File: src/rtl/demux_1to4_reg.sv
// Registered 1-to-4 demux: routes A to lane W/X/Y/Z by SEL, with a one-hot per-lane valid strobe.
// Build option DEMUX_HOLD_UNSEL_EN: unselected lanes keep their data on a capture instead of clearing.

module demux_1to4_reg_lane #(
    parameter int WIDTH = 2
) (
    input  logic             clk,
    input  logic             rst_n,
    input  logic             en,
    input  logic             hit,
    input  logic [WIDTH-1:0] a,
    output logic [WIDTH-1:0] q,
    output logic             vld
);

    always_ff @(posedge clk or negedge rst_n) begin
        if (!rst_n) begin
            q   <= '0;
            vld <= 1'b0;
        end else if (en) begin
            vld <= hit;
`ifdef DEMUX_HOLD_UNSEL_EN
            if (hit)
                q <= a;
`else
            q <= hit ? a : '0;
`endif
        end
    end

endmodule

module demux_1to4_reg #(
    parameter int WIDTH = 2
) (
    input  logic             clk,
    input  logic             rst_n,
    input  logic [WIDTH-1:0] A,
    input  logic [1:0]       SEL,
    input  logic             EN,
    output logic [WIDTH-1:0] W,
    output logic [WIDTH-1:0] X,
    output logic [WIDTH-1:0] Y,
    output logic [WIDTH-1:0] Z,
    output logic [3:0]       LANE_VLD
);

    localparam int NUM_LANES = 4;

    logic [NUM_LANES-1:0]            hit;
    logic [NUM_LANES-1:0][WIDTH-1:0] lane_q;
    logic [NUM_LANES-1:0]            lane_vld;

    // Unknown SEL falls to default: every lane clears and no valid is raised.
    always_comb begin
        hit = '0;
        case (SEL)
            2'b00:   hit = 4'b0001;
            2'b01:   hit = 4'b0010;
            2'b10:   hit = 4'b0100;
            2'b11:   hit = 4'b1000;
            default: hit = 4'b0000;
        endcase
    end

    for (genvar g = 0; g < NUM_LANES; g++) begin : g_lane
        demux_1to4_reg_lane #(.WIDTH(WIDTH)) u_lane (
            .clk   (clk),
            .rst_n (rst_n),
            .en    (EN),
            .hit   (hit[g]),
            .a     (A),
            .q     (lane_q[g]),
            .vld   (lane_vld[g])
        );
    end

    assign W        = lane_q[0];
    assign X        = lane_q[1];
    assign Y        = lane_q[2];
    assign Z        = lane_q[3];
    assign LANE_VLD = lane_vld;

endmodule

File: config.mk
export PLATFORM = sky130hd
export DESIGN_NAME = demux_1to4_reg
export DESIGN_NICKNAME = d
export VERILOG_FILES = /design/src/rtl/demux_1to4_reg.sv
export SDC_FILE = /design/constraint.sdc
export NUM_CORES = 1
export LEC_CHECK = 0
export BUFFER_PORTS_ARGS = -buffer_cell sky130_fd_sc_hd__buf_2
export CAP_MARGIN = 0
export CORE_ASPECT_RATIO = 1.1
export CORE_MARGIN = 4
export CORE_UTILIZATION = 35
export DETAILED_ROUTE_END_ITERATION = 6
export HOLD_SLACK_MARGIN = 0.08
export PLACE_DENSITY = 0.63
export SLEW_MARGIN = 10
export SYNTH_ARGS = -nofsm -noshare
export SYNTH_HDL_FRONTEND = slang
export SYNTH_SLANG_ARGS = --single-unit
File: constraint.sdc
create_clock -name clk -period 1.05 [get_ports clk]
set_clock_uncertainty 0.05 [all_clocks]
set_input_delay 0 -clock clk [delete_from_list [all_inputs] [get_ports clk]]
set_output_delay 0 -clock clk [all_outputs]
set_load 0.01 [all_outputs]
==> results.py <==
metrics = {
    "flow_run": {
        "drv_cap": 0,
    },
    "outcome": {
        "status": "finished clean",
    },
    "clock_tree": {
        "cts_tree": "yes",
        "htree_levels": 1,
        "cts_sinks": 12,
        "clock_tree.root_cell": "clkbuf_4",
        "clockBufferDepth": 2,
        "cts_buffers": 3,
        "clkLatencyLatePin_ps": 270,
        "clkTransAtPathRegs_ps": 80,
    },
    "critical_path": {
        "cp.arrival_ps": 1070,
        "path_class": "primary input to flop",
        "start_kind": "primary input",
        "path_cells": "dlygate4sd3_1 > buf_2 > mux2_2",
        "cp_max_fo": 8,
        "critical_path_required_ps": 1160,
        "cpPeakStageDelay_ps": 510,
        "end_kind": "flop",
        "cpMaxStageDelayCell": "dlygate4sd3_1",
    },
    "placed_design": {
        "place_inst": 77,
        "gp_congestion": 0.679,
        "io_buffers": 18,
        "hpwl_um": 711,
    },
    "detailed_routing": {
        "antenna_left": 0,
        "vias_per_cell": 4.49,
        "wire_per_inst_um": 11.9,
        "drt_iter0_markers": 7,
        "wl_um": 1030,
        "drc_errors": 0,
        "vias": 391,
        "drt_pre_antenna_iters": 2,
    },
    "floorplanning": {
        "io_pins": 19,
        "core_region_area_um2": 1380,
        "die_y_um": 48.5,
        "row_count": 14,
        "die_w_um": 44.9,
        "die-area_um2": 2180,
        "initial_core_util_pct": 37.8,
    },
    "global_routing": {
        "grt_pass1_wl_um": 1680,
        "grt_remaining_overflow": 0,
        "grt_max_degree": 13,
        "first_global_vias": 356,
        "grt_antenna_before_repair": 0,
        "grt_use_total_pct": 10.6,
    },
    "power": {
        "p_leak_nw": 0.357,
        "ir_drop_mv": 0.736,
        "p_per_area_nw_per_um2": 1500,
    },
    "cells_and_area": {
        "final_nets": 79,
        "syn2layout_area_growth_pct": 30.9,
        "layout_commonest_cell": "buf_2",
        "num_antenna_cells": 0,
        "fillCellCount": 140,
        "fin_util_pct": 49.5,
        "drive_above_1_share_pct": 36.6,
        "final_cell_mix": "buf_2, dfrtp_1, inv_1, o22ai_1, dlygate4sd3_1",
        "stdcell_count": 87,
    },
    "timing": {
        "relSlewSlack_pct": 82.4,
        "rsz0062_at_grt": "no",
        "drv_slew": 0,
        "worst_pin_slew_ps": 264,
        "finalHoldViolCount": 0,
        "fin_setup_tns_ps": 0,
        "setup_viol": 0,
        "layout_min_cycle_time_ps": 964,
        "period_share_pct": 91.8,
        "max_freq_mhz": 1040,
    },
    "synth": {
        "synth_top_area_share_pct": 57.4,
        "avgSynthCellArea_um2": 10.9,
        "synthTopCellsByArea": "dfrtp_1, inv_1, o22ai_1, buf_4, buf_6",
        "ys_seq_elements": 12,
        "synth.distinct_cells": 14,
        "synth_top_area_cell": "dfrtp_1",
        "ys_warn_count": 0,
        "syn_inst": 48,
        "seq_area_frac_synth_pct": 57.4,
        "netlist_area_um2": 523,
        "syn_nets": 55,
    },
    "hold_path": {
        "hold_class": "primary input to async pin",
    },
}
-- metrics by stage --
| step | setup slack, ps | hold slack, ps | power [mW] | instance area (um^2) |
|---|---|---|---|---|
| 3_3_place_gp | 279 | -162 | 0.649 | 588 |
| 2_1_floorplan | 282 | -346 | 0.608 | 523 |
| 5_1_grt | 52.9 | 98.0 | 1.10 | 684 |
| 6_report | 86.1 | 80.6 | 1.03 | 684 |
| 4_1_cts | 93.0 | 80.7 | 1.04 | 684 |
| 3_5_place_dp | 268 | -154 | 0.652 | 588 |
-- logic make-up (layout without fill, tap and decap cells) --
kind of cell | Yosys count | count (layout) | synth area share, %
buffers and inverters | 17 | 40 | 17.9
DFF | 12 | 12 | 57.4
muxes | 3 | 3 | 5.98
and+or+nand+nor | 7 | 7 | 7.17
AOI/OAI and AO/OA | 9 | 9 | 11.5
-- layout make-up --
type / instances / area [um^2] / area share (%)
Multi-Input combinational cell: 19 / 129 / 18.8
Sequential cell: 12 / 300 / 43.9
Inverter: 11 / 41.3 / 6.03
Clock buffer: 4 / 36.3 / 5.30
Tap cell: 16 / 20.0 / 2.93
Timing Repair Buffer: 25 / 158 / 23.0
-- layer usage --
| metal | vias to the layer above | wire [um] | GRT usage [%] |
|---|---|---|---|
| li1 | 199 | - | - |
| met5 | - | 0 | 0 |
| met2 | 12 | 474 | 13.4 |
| met1 | 180 | 472 | 15.5 |
| met3 | 0 | 85 | 3.33 |
| met4 | 0 | 0 | 5.85 |
-- final timing paths --
path / startpoint / endpoint / slack (ps) / cells after the start
max reg2reg: g_lane[0].u_lane.vld$_DFFE_PN0P_ / g_lane[0].u_lane.vld$_DFFE_PN0P_ / 250 / 1
min in group clk: g_lane[0].u_lane.vld$_DFFE_PN0P_ / g_lane[0].u_lane.vld$_DFFE_PN0P_ / 470 / 1
max: EN / g_lane[0].u_lane.vld$_DFFE_PN0P_ / 90 / 3
min: rst_n / g_lane[3].u_lane.q[0]$_DFFE_PN0P_ / 80 / 2
min reg2reg: g_lane[0].u_lane.vld$_DFFE_PN0P_ / g_lane[0].u_lane.vld$_DFFE_PN0P_ / 470 / 1
max in group asynchronous: rst_n / g_lane[2].u_lane.q[1]$_DFFE_PN0P_ / 660 / 2
-- timing repair --
action / 4_1_cts / 5_1_grt
hold endpoints to repair: 24 / 0
hold buffers: 6 / 0
endpoints found under the setup margin: 0 / 0
setup buffers: 0 / 0
gates resized for setup: 0 / 0
-- synthesized netlist by cell type (all sizes together) --
cell,count
dfrtp,12
inv,11
buf,6
o22ai,6
nand2,3
mux2i,2
nand2b,2
o32ai,2
mux2,1
nand3,1
nor2,1
o21ai,1
-- flip-flops by register name (all words and copies together), names as in the netlist --
signal             cells
g_lane.u_lane.vld      4
g_lane.u_lane.q        8
-- worst max-delay path, delay by kind of cell --
kind / cells / cell delay [ps]
buf+inv: 2 / 710
mux: 1 / 360
-- power breakdown --
part / leakage [nW] / switching [mW] / internal (mW) / total, mW
logic: 0.177 / 0.0802 / 0.0707 / 0.151
clock network: 0.0210 / 0.158 / 0.211 / 0.369
registers: 0.159 / 0.0143 / 0.492 / 0.507
total: 0.357 / 0.253 / 0.774 / 1.03
Power figures use the tool's default switching activity.
